--- src/rtl/dds_dual_controller_pkg.sv ---
// rtl/dds_dual_controller_pkg.sv - shared constants and types for the dual DDS controller
package dds_pkg;
  localparam int ACC_W  = 32;
  localparam int ADDR_W = 14;
  localparam int DATA_W = 14;

  localparam logic [2:0] REG_FTW        = 3'd0;
  localparam logic [2:0] REG_PHASE_OFF  = 3'd1;
  localparam logic [2:0] REG_SWEEP_STEP = 3'd2;
  localparam logic [2:0] REG_SWEEP_END  = 3'd3;
  localparam logic [2:0] REG_SWEEP_DIV  = 3'd4;
  localparam logic [2:0] REG_CTRL       = 3'd5;

  localparam int CTRL_RUN      = 0;
  localparam int CTRL_SWEEP_EN = 1;
  localparam int CTRL_INVERT_B = 2;

  localparam logic [DATA_W-1:0] MIDSCALE = 14'h2000;

  typedef enum logic [1:0] {ST_IDLE, ST_RUN, ST_SWEEP, ST_HOLD} state_t;
endpackage

--- src/rtl/dds_dual_controller_if.sv ---
// rtl/dds_dual_controller_if.sv - valid/ready configuration write port
interface dds_dual_controller_if;
  import dds_pkg::*;

  logic             valid;
  logic             ready;
  logic [2:0]       addr;
  logic [ACC_W-1:0] data;

  modport master (output valid, addr, data, input ready);
  modport slave  (input valid, addr, data, output ready);
endinterface

--- src/rtl/dds_sweep_unit.sv ---
// rtl/dds_sweep_unit.sv - sweep divider, signed tuning-word step and end clamp
module dds_sweep_unit
  import dds_pkg::*;
(
  input  logic             clk,
  input  logic             rst,
  input  logic             active,
  input  logic             commit,
  input  logic [15:0]      div,
  input  logic [ACC_W-1:0] ftw,
  input  logic [ACC_W-1:0] step,
  input  logic [ACC_W-1:0] end_ftw,
  output logic             update,
  output logic             hit_end,
  output logic [ACC_W-1:0] ftw_next
);
  logic [15:0]             cnt;
  logic signed [ACC_W+1:0] sum;
  logic signed [ACC_W+1:0] end_ext;

  // Two guard bits keep an unsigned FTW plus a signed step free of overflow
  assign sum     = $signed({2'b00, ftw}) + $signed({{2{step[ACC_W-1]}}, step});
  assign end_ext = $signed({2'b00, end_ftw});
  assign update  = active && (cnt == div);

  // A zero step ends the sweep on its first update; otherwise clamp in the step direction
  always_comb begin
    hit_end  = 1'b0;
    ftw_next = sum[ACC_W-1:0];
    if (step == '0) begin
      hit_end  = 1'b1;
      ftw_next = ftw;
    end else if (!step[ACC_W-1]) begin
      hit_end = (sum >= end_ext);
    end else begin
      hit_end = (sum <= end_ext);
    end
    if (hit_end && step != '0) ftw_next = end_ftw;
  end

  // Divider runs only while sweeping and restarts on every commit
  always_ff @(posedge clk or posedge rst) begin
    if (rst)                     cnt <= '0;
    else if (commit || !active)  cnt <= '0;
    else if (cnt == div)         cnt <= '0;
    else                         cnt <= cnt + 16'd1;
  end
endmodule

--- src/rtl/dds_dual_controller.sv ---
// rtl/dds_dual_controller.sv - dual-channel DDS sequencer: accumulator, ROM addressing, DAC registers
module dds_dual_controller
  import dds_pkg::*;
(
  input  logic                  clk,
  input  logic                  rst,
  dds_dual_controller_if.slave  cfg,
  output logic [ADDR_W-1:0]     rom_addr_a,
  output logic [ADDR_W-1:0]     rom_addr_b,
  input  logic [DATA_W-1:0]     rom_q_a,
  input  logic [DATA_W-1:0]     rom_q_b,
  output logic [DATA_W-1:0]     dac_a,
  output logic [DATA_W-1:0]     dac_b,
  output logic                  running,
  output logic                  sweep_done
);
  state_t           state;
  logic [ACC_W-1:0] acc;
  logic [ACC_W-1:0] sh_ftw, sh_off, sh_step, sh_end;
  logic [15:0]      sh_div;
  logic [ACC_W-1:0] ftw, phase_off, step, end_ftw;
  logic [15:0]      sweep_div;
  logic             invert_b;
  logic [1:0]       vld;
  logic             wr, commit;
  logic             sw_update, sw_hit;
  logic [ACC_W-1:0] sw_ftw;

  assign wr     = cfg.valid && cfg.ready;
  assign commit = wr && (cfg.addr == REG_CTRL);

  dds_sweep_unit u_sweep (
    .clk      (clk),
    .rst      (rst),
    .active   (state == ST_SWEEP),
    .commit   (commit),
    .div      (sweep_div),
    .ftw      (ftw),
    .step     (step),
    .end_ftw  (end_ftw),
    .update   (sw_update),
    .hit_end  (sw_hit),
    .ftw_next (sw_ftw)
  );

  // Shadow registers capture writes to 0-4; addresses 6-7 are accepted and dropped
  always_ff @(posedge clk or posedge rst) begin
    if (rst) begin
      sh_ftw  <= '0;
      sh_off  <= '0;
      sh_step <= '0;
      sh_end  <= '0;
      sh_div  <= '0;
    end else if (wr) begin
      case (cfg.addr)
        REG_FTW:        sh_ftw  <= cfg.data;
        REG_PHASE_OFF:  sh_off  <= cfg.data;
        REG_SWEEP_STEP: sh_step <= cfg.data;
        REG_SWEEP_END:  sh_end  <= cfg.data;
        REG_SWEEP_DIV:  sh_div  <= cfg.data[15:0];
        default: ;
      endcase
    end
  end

  // Mode FSM: a commit loads every active register at once; sweep updates are dropped on commit
  always_ff @(posedge clk or posedge rst) begin
    if (rst) begin
      state      <= ST_IDLE;
      acc        <= '0;
      ftw        <= '0;
      phase_off  <= '0;
      step       <= '0;
      end_ftw    <= '0;
      sweep_div  <= '0;
      invert_b   <= 1'b0;
      running    <= 1'b0;
      sweep_done <= 1'b0;
      cfg.ready  <= 1'b1;
    end else begin
      cfg.ready  <= !commit;
      sweep_done <= 1'b0;
      if (commit) begin
        ftw       <= sh_ftw;
        phase_off <= sh_off;
        step      <= sh_step;
        end_ftw   <= sh_end;
        sweep_div <= sh_div;
        invert_b  <= cfg.data[CTRL_INVERT_B];
        acc       <= '0;
        if (!cfg.data[CTRL_RUN]) begin
          state   <= ST_IDLE;
          running <= 1'b0;
        end else if (cfg.data[CTRL_SWEEP_EN]) begin
          state   <= ST_SWEEP;
          running <= 1'b1;
        end else begin
          state   <= ST_RUN;
          running <= 1'b1;
        end
      end else begin
        if (state != ST_IDLE) acc <= acc + ftw;
        if (sw_update) begin
          ftw <= sw_ftw;
          if (sw_hit) begin
            state      <= ST_HOLD;
            sweep_done <= 1'b1;
          end
        end
      end
    end
  end

  // Address and DAC pipeline; vld tracks which stages hold data from the current mode
  always_ff @(posedge clk or posedge rst) begin
    if (rst) begin
      rom_addr_a <= '0;
      rom_addr_b <= '0;
      vld        <= 2'b00;
      dac_a      <= MIDSCALE;
      dac_b      <= MIDSCALE;
    end else begin
      rom_addr_a <= acc[ACC_W-1 -: ADDR_W];
      rom_addr_b <= ADDR_W'((acc + phase_off) >> (ACC_W - ADDR_W));
      vld        <= commit ? 2'b00 : {vld[0], state != ST_IDLE};
      dac_a      <= vld[1] ? rom_q_a : MIDSCALE;
      dac_b      <= vld[1] ? (invert_b ? ~rom_q_b : rom_q_b) : MIDSCALE;
    end
  end
endmodule
--- src/flat_wrapper.sv ---
// flat-port wrapper written by rule: the top's interface ports become plain ports
module dds_dual_controller_flat import dds_pkg::*;
  (clk, rst, rom_addr_a, rom_addr_b, rom_q_a, rom_q_b, dac_a, dac_b, running, sweep_done, cfg_valid, cfg_addr, cfg_data, cfg_ready);
  dds_dual_controller_if cfg_i ();
  input  logic clk;
  input  logic rst;
  output logic [ADDR_W-1:0] rom_addr_a;
  output logic [ADDR_W-1:0] rom_addr_b;
  input  logic [DATA_W-1:0] rom_q_a;
  input  logic [DATA_W-1:0] rom_q_b;
  output logic [DATA_W-1:0] dac_a;
  output logic [DATA_W-1:0] dac_b;
  output logic running;
  output logic sweep_done;
  input wire logic [$bits(cfg_i.valid)-1:0] cfg_valid;
  input wire logic [$bits(cfg_i.addr)-1:0] cfg_addr;
  input wire logic [$bits(cfg_i.data)-1:0] cfg_data;
  output wire logic [$bits(cfg_i.ready)-1:0] cfg_ready;
  assign cfg_i.valid = cfg_valid;
  assign cfg_i.addr = cfg_addr;
  assign cfg_i.data = cfg_data;
  assign cfg_ready = cfg_i.ready;
  dds_dual_controller u_core (.clk(clk), .rst(rst), .cfg(cfg_i), .rom_addr_a(rom_addr_a), .rom_addr_b(rom_addr_b), .rom_q_a(rom_q_a), .rom_q_b(rom_q_b), .dac_a(dac_a), .dac_b(dac_b), .running(running), .sweep_done(sweep_done));
endmodule
--- config.mk ---
export PLATFORM = sky130hd
export DESIGN_NAME = dds_dual_controller_flat
export DESIGN_NICKNAME = d
export VERILOG_FILES = /design/src/rtl/dds_dual_controller_pkg.sv /design/src/rtl/dds_dual_controller_if.sv /design/src/rtl/dds_sweep_unit.sv /design/src/rtl/dds_dual_controller.sv /design/src/flat_wrapper.sv
export SDC_FILE = /design/constraint.sdc
export NUM_CORES = 1
export LEC_CHECK = 0
export CORE_AREA = 3 3 201 203
export DETAILED_ROUTE_END_ITERATION = 8
export DIE_AREA = 0 0 204 206
export PLACE_DENSITY = 0.87
export SETUP_SLACK_MARGIN = 0.4
export SYNTH_ARGS = -nofsm -noshare
export SYNTH_HDL_FRONTEND = slang
export SYNTH_HIERARCHICAL = 1
export SYNTH_SLANG_ARGS = --single-unit
export TNS_END_PERCENT = 50
--- constraint.sdc ---
create_clock -name clk -period 13.75 [get_ports clk]
set_clock_uncertainty 0.2 [all_clocks]
set_input_delay 2.75 -clock clk [delete_from_list [all_inputs] [get_ports clk]]
set_output_delay 2.75 -clock clk [all_outputs]
set_load 0.005 [all_outputs]
; After elaboration in Yosys (flattened, before gate mapping)
; Index checks and enable logic that the tools add are counted.
[op_classes]
n_addsub = 4
order_cmp = 2
n_eq_ne = 8
n_mux = 23
bitwise = 1
n_reduce_logical = 21
[ops]
columns = op, count
row1 = 2-to-1 mux 32 bit, 6
row2 = adder 32 bit, 2
row3 = 2-to-1 mux 14 bit, 3
row4 = adder 33 x 32 -> 34 bit, 1
row5 = greater-or-equal comparator 34 x 33 -> 1 bit, 1
row6 = less-or-equal comparator 34 x 33 -> 1 bit, 1
row7 = zero test 32 bit, 1
row8 = 2-to-1 mux 16 bit, 2
row9 = nonzero test 32 bit, 1
row10 = "adder 16 x 1 -> 16 bit, second input constant", 1
row11 = equality test 16 bit, 1
row12 = NOT 14 bit, 1
row13 = AND reduction 2 bit, 7
row14 = 2-to-1 mux 2 bit, 6
row15 = nonzero test 2 bit, 4
row16 = "equality test 3 x 2 -> 1 bit, second input constant", 2
row17 = "equality test 3 bit, second input constant", 2
row18 = 2-to-1 mux 1 bit, 6
row19 = logical AND 1 bit, 4
row20 = "equality test 3 x 1 -> 1 bit, second input constant", 1
row21 = zero test 3 bit, 1
row22 = "inequality test 3 x 1 -> 1 bit, second input constant", 1
row23 = "equality test 2 bit, second input constant", 1
row24 = zero test 1 bit, 2
row25 = logical OR 1 bit, 1
[word_totals]
regBits = 400
input_bits = 66
output_inout_bits = 59
elab_cells = 81

; Logic depth before layout (Yosys ltp)
; Gate-level depths: netlist of run 1.
[depth]
ltp_word = 8
depth_mapped = 25

; Hierarchy
; The synthesis of run 1 kept the hierarchy.
[by_module_without_submodules]
columns = mod, n_inst, cells_per_inst, area_each_um2, seq_area_each_um2
row1 = dds_dual_controller, 1, 1567, 17042.6, 9613.0
row2 = dds_sweep_unit, 1, 573, 4220.3, 400.4

; Least setup slack after synthesis of run 1
; OpenSTA, ideal clock, no wires.
[synth_timing]
path_type = reg2reg
from = register u_core.ftw[0]
to = register u_core.ftw[10]
setup_time_ns = 0.133
t_arrival_ns = 4.956
t_required_ns = 13.417
path_slack_ns = 8.461
stages_incl_launch_ff = 26
path_cell_list = dfrtp_1 ha_1 fa_1 a211o_1 a21oi_2 o2111ai_1 a211oi_1 o41ai_1 a21oi_1 o21ai_1 xor2_1 ha_1 a21o_1 a21o_1 a221oi_1 o211ai_1 a221o_1 a21oi_1 o21a_1 o32a_1 buf_2 buf_2 mux2i_1 o21ai_1 mux2i_1 o21ai_0
[synth_via]
elab_chain_cells = 8
[synth_lines]
columns = item, line
row1 = start: declaration, dds_dual_controller.sv:21  ; logic [ACC_W-1:0] ftw, phase_off, step, end_ftw;
row2 = start signal: assignment, dds_dual_controller.sv:84  ; ftw <= sh_ftw;
row3 = start signal: assignment, dds_dual_controller.sv:104  ; ftw <= sw_ftw;
row4 = adder 33 x 32 -> 34 bit *, dds_sweep_unit.sv:22  ; assign sum = $signed({2'b00, ftw}) + $signed({{2{step[ACC_W-1]}}, step});
row5 = greater-or-equal comparator 34 x 33 -> 1 bit / less-or-equal comparator 34 x 33 -> 1 bit (equally long branches), "dds_sweep_unit.sv:34, dds_sweep_unit.sv:36"
row6 = 2-to-1 mux 1 bit, dds_sweep_unit.sv:33  ; end else if (!step[ACC_W-1]) begin
row7 = 2-to-1 mux 1 bit, dds_sweep_unit.sv:30  ; if (step == '0) begin
row8 = logical AND 1 bit, dds_sweep_unit.sv:38  ; if (hit_end && step != '0) ftw_next = end_ftw;
row9 = 2-to-1 mux 32 bit *, dds_sweep_unit.sv:38
row10 = net u_core.sw_ftw[10], dds_dual_controller.sv:27  ; logic [ACC_W-1:0] sw_ftw;
row11 = 2-to-1 mux 32 bit *, dds_dual_controller.sv:103  ; if (sw_update) begin
row12 = 2-to-1 mux 32 bit *, dds_dual_controller.sv:83  ; if (commit) begin
; Mark *: on every way through the listed nets, which the timed path passes. The rest lies on a longest branch. The select of a mux whose other input is x is not followed.
; A chain may end at the register's enable or synchronous reset.

; Worst setup path in the final report of run 1
[layout_timing]
from = register u_core.ftw[0]
to = register u_core.ftw[27]
; The elaborated chain is that of the path after synthesis.

==> run_results.csv, run 1 <==
group,metric,value,unit
power,p_clk_frac,0.210,
die,io_pins,125,
yosys,synth_edf_count,0,
yosys,synth_seq_cells,400,
cells_and_area,areaGrowthSynthToFinish,14.6,%
die,fp.coreArea,38600,µm²
cells_and_area,nets,2427,
clocking,ctsHoldBuffers,0,
placement,dp_cells,2706,
worst_hold_path,hold_path.class,"reg -> reg",
yosys,syn_nets,2335,
placement,gp_congestion,0.956,
yosys,syn_area,21300,µm²
power,p_sw,0.00226,W
cells_and_area,multi_input_area,10600,µm²
power,power,0.00573,W
die,rows,72,
yosys,async_flop_share,1.00,
power,ir_drop,102,µV
clocking,post_cts_resized,0,
grt,grt_max_degree,147,
die,fp.dieW,204,µm
timing,hold_viol_final,0,
route,drt-pass1-iter-count,8,
power,p_per_area,235,nW/µm²
setup_path,startpoint_type,"flip-flop",
die,start_util,0.550,
yosys,synth_area_leaders,"dfrtp_1 (47%), nand2_1 (9.0%), mux2_2 (7.7%)",
clocking,cts_tree,"built",
placement,hpwl,37.0,mm
clocking,cts_setup_buffers,0,
route,drc,0,
yosys,avgSynthCellArea,9.94,µm²
timing,period_needed,6.70,ns
grt,grt_pass1_wl,86.5,mm
timing,fmax,0.149,GHz
timing,setup_ws,7.05,ns
power,p_leak,11.4,nW
run,maxCapViolCount,0,
yosys,netlist_top_cells_count,"nand2_1 (509), dfrtp_1 (397), mux2_2 (146), ha_1 (127), a21oi_1 (110)",
clocking,clk_path_buf_depth,3,
timing,tightestPinTransition,1.19,ns
yosys,synth.most_common_cell,"nand2_1",
yosys,syn_inst,2140,
grt,antenna_found_initial,0,
cells_and_area,antenna_cells,0,
route,vias,16529,
cells_and_area,final_cells,2783,
outcome,outcome,"finished, final reports clean",
cells_and_area,num-fill-cells,2902,
clocking,cts_buffers,42,
yosys,yosysWarnings,6,
yosys,seq_area_frac_synth,0.471,
yosys,post-synth-top-area-fraction,0.467,
grt,grt_overflow,0,
cells_and_area,seq_area,10000,µm²
route,drtIter0Drc,1670,
clocking,clk_latency,0.55,ns
setup_path,required,13.92,ns
route,drt_wl_total,53.4,mm
setup_path,end_kind,"flip-flop",
setup_path,r2r_slack,7.05,ns
yosys,yosys.area.top_type,"dfrtp_1",
route,wl_per_cell,19.2,µm
clocking,clk_pin_slew,0.06,ns
die,die_h,206,µm
clocking,cts_sinks,400,
yosys,synth-main-ff-cell,"dfrtp_1",
timing,rsz0062_at_grt,"false",
setup_path,crit_type,"reg -> reg",
power,p_int,0.00347,W
setup_path,cp_max_fo,34,
placement,io_buffers,124,
clocking,h-tree-depth,2,
grt,first_global_vias,16308,
timing,finalSetupViolCount,0,
power,p_seq_frac,0.327,
timing,drv_slew,0,
timing,fin_setup_tns,0,ns
clocking,cts-root-buf,"clkbuf_16",
yosys,ys_types,89,
power,swShare,0.395,
setup_path,worstPathArrival,6.87,ns
grt,grt.total_usage,0.255,
power,combPwrFrac,0.463,
die,dieArea,42000,µm²
placement,pre_cts_ws,7.17,ns
route,ant_nets,0,
route,vias_per_cell,5.94,
timing,finalCritPeriodShare,0.487,
timing,relSlewSlack,0.206,
cells_and_area,drive_gt1_frac,0.119,
==> worst max-delay path, cell delays in order (launching register included) <==
cell and delay, ns:
dfrtp_1 0.43, ha_1 0.26, fa_1 0.44, a211o_1 0.32, a21oi_2 0.23, o2111ai_1 0.20, a211oi_1 0.32, o41ai_1 0.18
a21oi_1 0.17, o21ai_1 0.09, xor2_1 0.21, ha_1 0.29, a21o_1 0.17, a21o_1 0.17, a221oi_1 0.26, o211ai_1 0.15
a221o_1 0.37, a21oi_1 0.15, o21a_1 0.14, o32a_2 0.95, mux2_4 0.35, mux2_2 0.26, mux2i_1 0.13, o21ai_0 0.09
==> state kept, by name, summed over array words and instances, names as in the netlist, 32 cells and up <==
register,flops
u_core/sh_end,32
u_core/ftw,32
u_core/sh_off,32
u_core/sh_ftw,32
u_core/end_ftw,32
u_core/sh_step,32
u_core/step,32
u_core/acc,32
u_core/phase_off,32
==> power groups by stage <==
stage / sequential [W] / combinational (W) / clock, W
2_1_floorplan: 0.00175 / 0.00199 / 0
3_3_place_gp: 0.00186 / 0.00247 / 0
3_5_place_dp: 0.00188 / 0.00258 / 0
4_1_cts: 0.00186 / 0.00261 / 0.00122
5_1_grt: 0.00191 / 0.00294 / 0.00126
6_report: 0.00187 / 0.00266 / 0.00120
==> per-stage QoR <==
stage                     hold WS, ns  cell area [µm²]   util
after floorplan                 0.201            21300      -
after global placement          0.236            22900  0.592
after detailed placement        0.241            22900  0.592
after CTS                       0.256            24400  0.630
after global routing            0.275            24400  0.630
final                           0.252            24400  0.630
==> layer usage <==
metal  part of all wire  global-route usage
met5                  0                   0
met4              0.035              0.0892
met3              0.066              0.0309
met2               0.48               0.426
met1               0.42               0.346
==> final cells by class <==
cell class,count,area share
Sequential cell,400,0.411
Clock inverter,20,0.0128
Clock buffer,57,0.0479
Inverter,68,0.0108
Timing Repair Buffer,137,0.0549
Tap cell,518,0.0266
Multi-Input combinational cell,1583,0.436
==> worst paths after layout <==
| check | startpoint | endpoint | depth (start not counted) |
|---|---|---|---|
| worst min-delay path | u_core/vld[0] | u_core/vld[1] | 1 |
| max in group asynchronous | rst | u_core/rom_addr_a[7] | 5 |
| min in group asynchronous | rst | u_core/u_sweep/cnt[2] | 2 |
| worst max-delay path | u_core/ftw[0] | u_core/ftw[27] | 23 |
| worst min register to register | u_core/vld[0] | u_core/vld[1] | 1 |
| worst max register to register | u_core/ftw[0] | u_core/ftw[27] | 23 |
==> kinds of logic after synthesis <==
family	count (synthesis)	synth area share
flip-flops	400	0.471
XOR/XNOR	103	0.0424
buffers and inverters	157	0.0311
AO/OA/AOI/OAI	377	0.115
multiplexers	212	0.109
adder cells (fa/ha/maj)	129	0.0766
AND/OR/NAND/NOR	762	0.155
==> cells in the final DEF, fill, tap and decap left out, types with 8 or more instances in the layout <==
cell	count
nand2b_1	13
nand4_1	20
o21a_1	11
mux2_2	146
a21o_1	41
xor2_1	45
and2_1	28
nand2_1	509
a31oi_1	8
a21oi_1	110
nor4_1	11
ha_1	127
dfrtp_1	397
xnor2_1	58
o21ai_1	35
o21ai_0	78
buf_4	13
o21bai_1	15
mux2i_1	64
clkbuf_16	42
a211oi_1	15
nand3_1	51
clkbuf_1	9
inv_1	66
clkdlybuf4s50_1	124
nor3_1	14
nor2_1	65
Note: power is estimated with default switching activity, not from simulation.
==> inputs of run 2 (changes only) <==
- PLACE_DENSITY: 0.87 -> 0.84
- clock period: 13.75 -> 6.3 ns (I/O delays scaled with it)
==> run_results.csv, run 2 (same netlist as run 1, synthesis figures left out) <==
group,metric,value,unit
route,drt_wl_total,55.1,mm
die,io_pins,125,
placement,hpwl,37.9,mm
cells_and_area,drive_gt1_frac,0.128,
outcome,outcome,"finished, final reports clean",
cells_and_area,num-fill-cells,2884,
power,p_clk_frac,0.200,
die,rows,72,
run,maxCapViolCount,0,
power,ir_drop,255,µV
cells_and_area,multi_input_area,10700,µm²
setup_path,startpoint_type,"flip-flop",
die,start_util,0.550,
setup_path,cpMaxStageDelayCell,"nor3b_1",
clocking,cts_buffers,42,
cells_and_area,areaGrowthSynthToFinish,15.7,%
power,swShare,0.398,
setup_path,r2r_slack,0.63,ns
setup_path,cp_max_fo,6,
grt,grt_overflow,0,
setup_path,end_kind,"flip-flop",
worst_hold_path,whs_path_depth,2,
route,ant_nets,0,
route,wl_per_cell,19.7,µm
route,vias_per_cell,5.86,
die,fp.coreArea,38600,µm²
setup_path,reg2reg_to,"u_core/ftw[27]",
cells_and_area,final_cells,2794,
setup_path,worstPathArrival,5.89,ns
timing,hold_viol_final,0,
placement,io_buffers,124,
setup_path,worstReg2RegStart,"u_core/ftw[18]",
worst_hold_path,hold_path.class,"reg -> reg",
clocking,cts_tree,"built",
timing,finalSetupViolCount,0,
clocking,clk_pin_slew,0.06,ns
power,p_leak,11.5,nW
grt,antenna_found_initial,0,
grt,grt_pass1_wl,87.7,mm
setup_path,crit_type,"reg -> reg",
clocking,clk_path_buf_depth,3,
cells_and_area,final_common_cell,"nand2_1",
die,dieArea,42000,µm²
clocking,h-tree-depth,2,
grt,first_global_vias,16260,
worst_hold_path,min_to,"u_core/step[15]",
clocking,cts-root-buf,"clkbuf_16",
route,drc,0,
die,die_h,206,µm
setup_path,rr_worst_depth,20,
clocking,ctsHoldBuffers,0,
timing,fin_setup_tns,0,ns
power,combPwrFrac,0.482,
cells_and_area,nets,2439,
setup_path,required,6.51,ns
timing,period_needed,5.67,ns
power,p_int,0.00771,W
placement,dpl_cell_area,23000,µm²
setup_path,crit_chain,"ha_1 -> a21o_1 -> a21o_1 -> a21oi_1 -> nor3b_1 -> a211oi_1 -> mux2i_1 -> a211oi_1 -> ha_1 -> a21o_1 -> a21oi_1 -> o21ai_0 -> a221o_1 -> a21oi_2 -> o21a_1 -> o32a_4 -> mux2_4 -> mux2_2 -> mux2i_1 -> o21ai_0",
timing,finalCritPeriodShare,0.901,
power,p_per_area,521,nW/µm²
timing,fmax,0.176,GHz
timing,rsz0062_at_grt,"false",
die,fp.dieW,204,µm
route,vias,16360,
timing,relSlewSlack,0.178,
cells_and_area,seq_area,10000,µm²
timing,drv_slew,0,
placement,dp_cells,2710,
clocking,cts_sinks,400,
cells_and_area,mostFrequentLayoutCells,"nand2_1 (509), dfrtp_1 (397), mux2_2 (146), ha_1 (126), clkdlybuf4s50_1 (124)",
grt,grt_max_degree,136,
placement,gp_congestion,0.925,
cells_and_area,antenna_cells,0,
setup_path,slowest_delay,0.56,ns
power,p_seq_frac,0.319,
cells_and_area,post-route-cell-area,24600,µm²
route,drt-pass1-iter-count,5,
setup_path,path_common_cell,"a21o_1",
clocking,clk_latency,0.57,ns
timing,tightestPinTransition,1.23,ns
route,drtIter0Drc,1394,
power,p_sw,0.00510,W
grt,grt.total_usage,0.260,
worst_hold_path,min_from,"u_core/sh_step[15]",
[run 2: cell count changes in the layout (fill, tap and decap cells not counted), sizes merged]
cell	change
clkbuf	+6
buf	+10
clkinvlp	+1
bufinv	-4
inv	-2
[run 2: metrics by stage]
step                 util  power (W)  worst slack [ns]  hold WS, ns
finish              0.637     0.0128             0.625        0.249
global route        0.637     0.0137             0.325        0.268
CTS                 0.632     0.0125             0.465        0.252
detailed placement  0.594    0.00981             0.491        0.241
global placement    0.594    0.00957             0.625        0.230
floorplan               -    0.00817            -0.320        0.201
[run 2: how the worst max path moves through the flow]
stage | from | to | cells past startpoint
final | u_core/ftw[18] | u_core/ftw[27] | 20
after floorplan | rst | u_core/acc[0] | 1
after detailed placement | u_core/ftw[0] | u_core/ftw[31] | 24
after global placement | u_core/ftw[0] | u_core/ftw[20] | 24
after CTS | u_core/ftw[0] | u_core/ftw[0] | 24
after global routing | u_core/ftw[0] | u_core/ftw[28] | 24
[run 2: repair_timing]
action / in CTS / in global routing
buffers inserted: 0 / 6
resized for setup: 0 / 14
endpoints found under the setup margin: 0 / 35
[run 2: cell type report]
class | instances | share of cell area
Tap cell | 518 | 0.0263
Clock inverter | 15 | 0.00885
Sequential cell | 400 | 0.407
Timing Repair Buffer | 149 | 0.0622
Clock buffer | 61 | 0.0505
Multi-Input combinational cell | 1583 | 0.434
Inverter | 68 | 0.0107
[run 2: metal layers]
layer / vias up / global-route usage / wire (µm)
met1: 8093 / 0.364 / 24000
met5: - / 0 / 0
li1: 7592 / - / -
met3: 110 / 0.0376 / 3550
met2: 565 / 0.424 / 26000
met4: 0 / 0.0784 / 1590
[run 2: critical path, delay by kind of cell (launching register included)]
| family | cells | cell delay, ns |
|---|---|---|
| flip-flops | 1 | 0.47 |
| multiplexers | 4 | 0.85 |
| AO/OA/AOI/OAI | 13 | 2.71 |
| AND/OR/NAND/NOR | 1 | 0.56 |
| adder cells (fa/ha/maj) | 2 | 0.73 |
[run 2: power groups by stage]
| stage | Clock [W] | Combinational [W] | Sequential, W |
|---|---|---|---|
| after floorplan | 0 | 0.00435 | 0.00382 |
| after global placement | 0 | 0.00551 | 0.00405 |
| after detailed placement | 0 | 0.00572 | 0.00409 |
| after CTS | 0.00260 | 0.00580 | 0.00406 |
| after global routing | 0.00270 | 0.00679 | 0.00417 |
| final | 0.00256 | 0.00617 | 0.00408 |
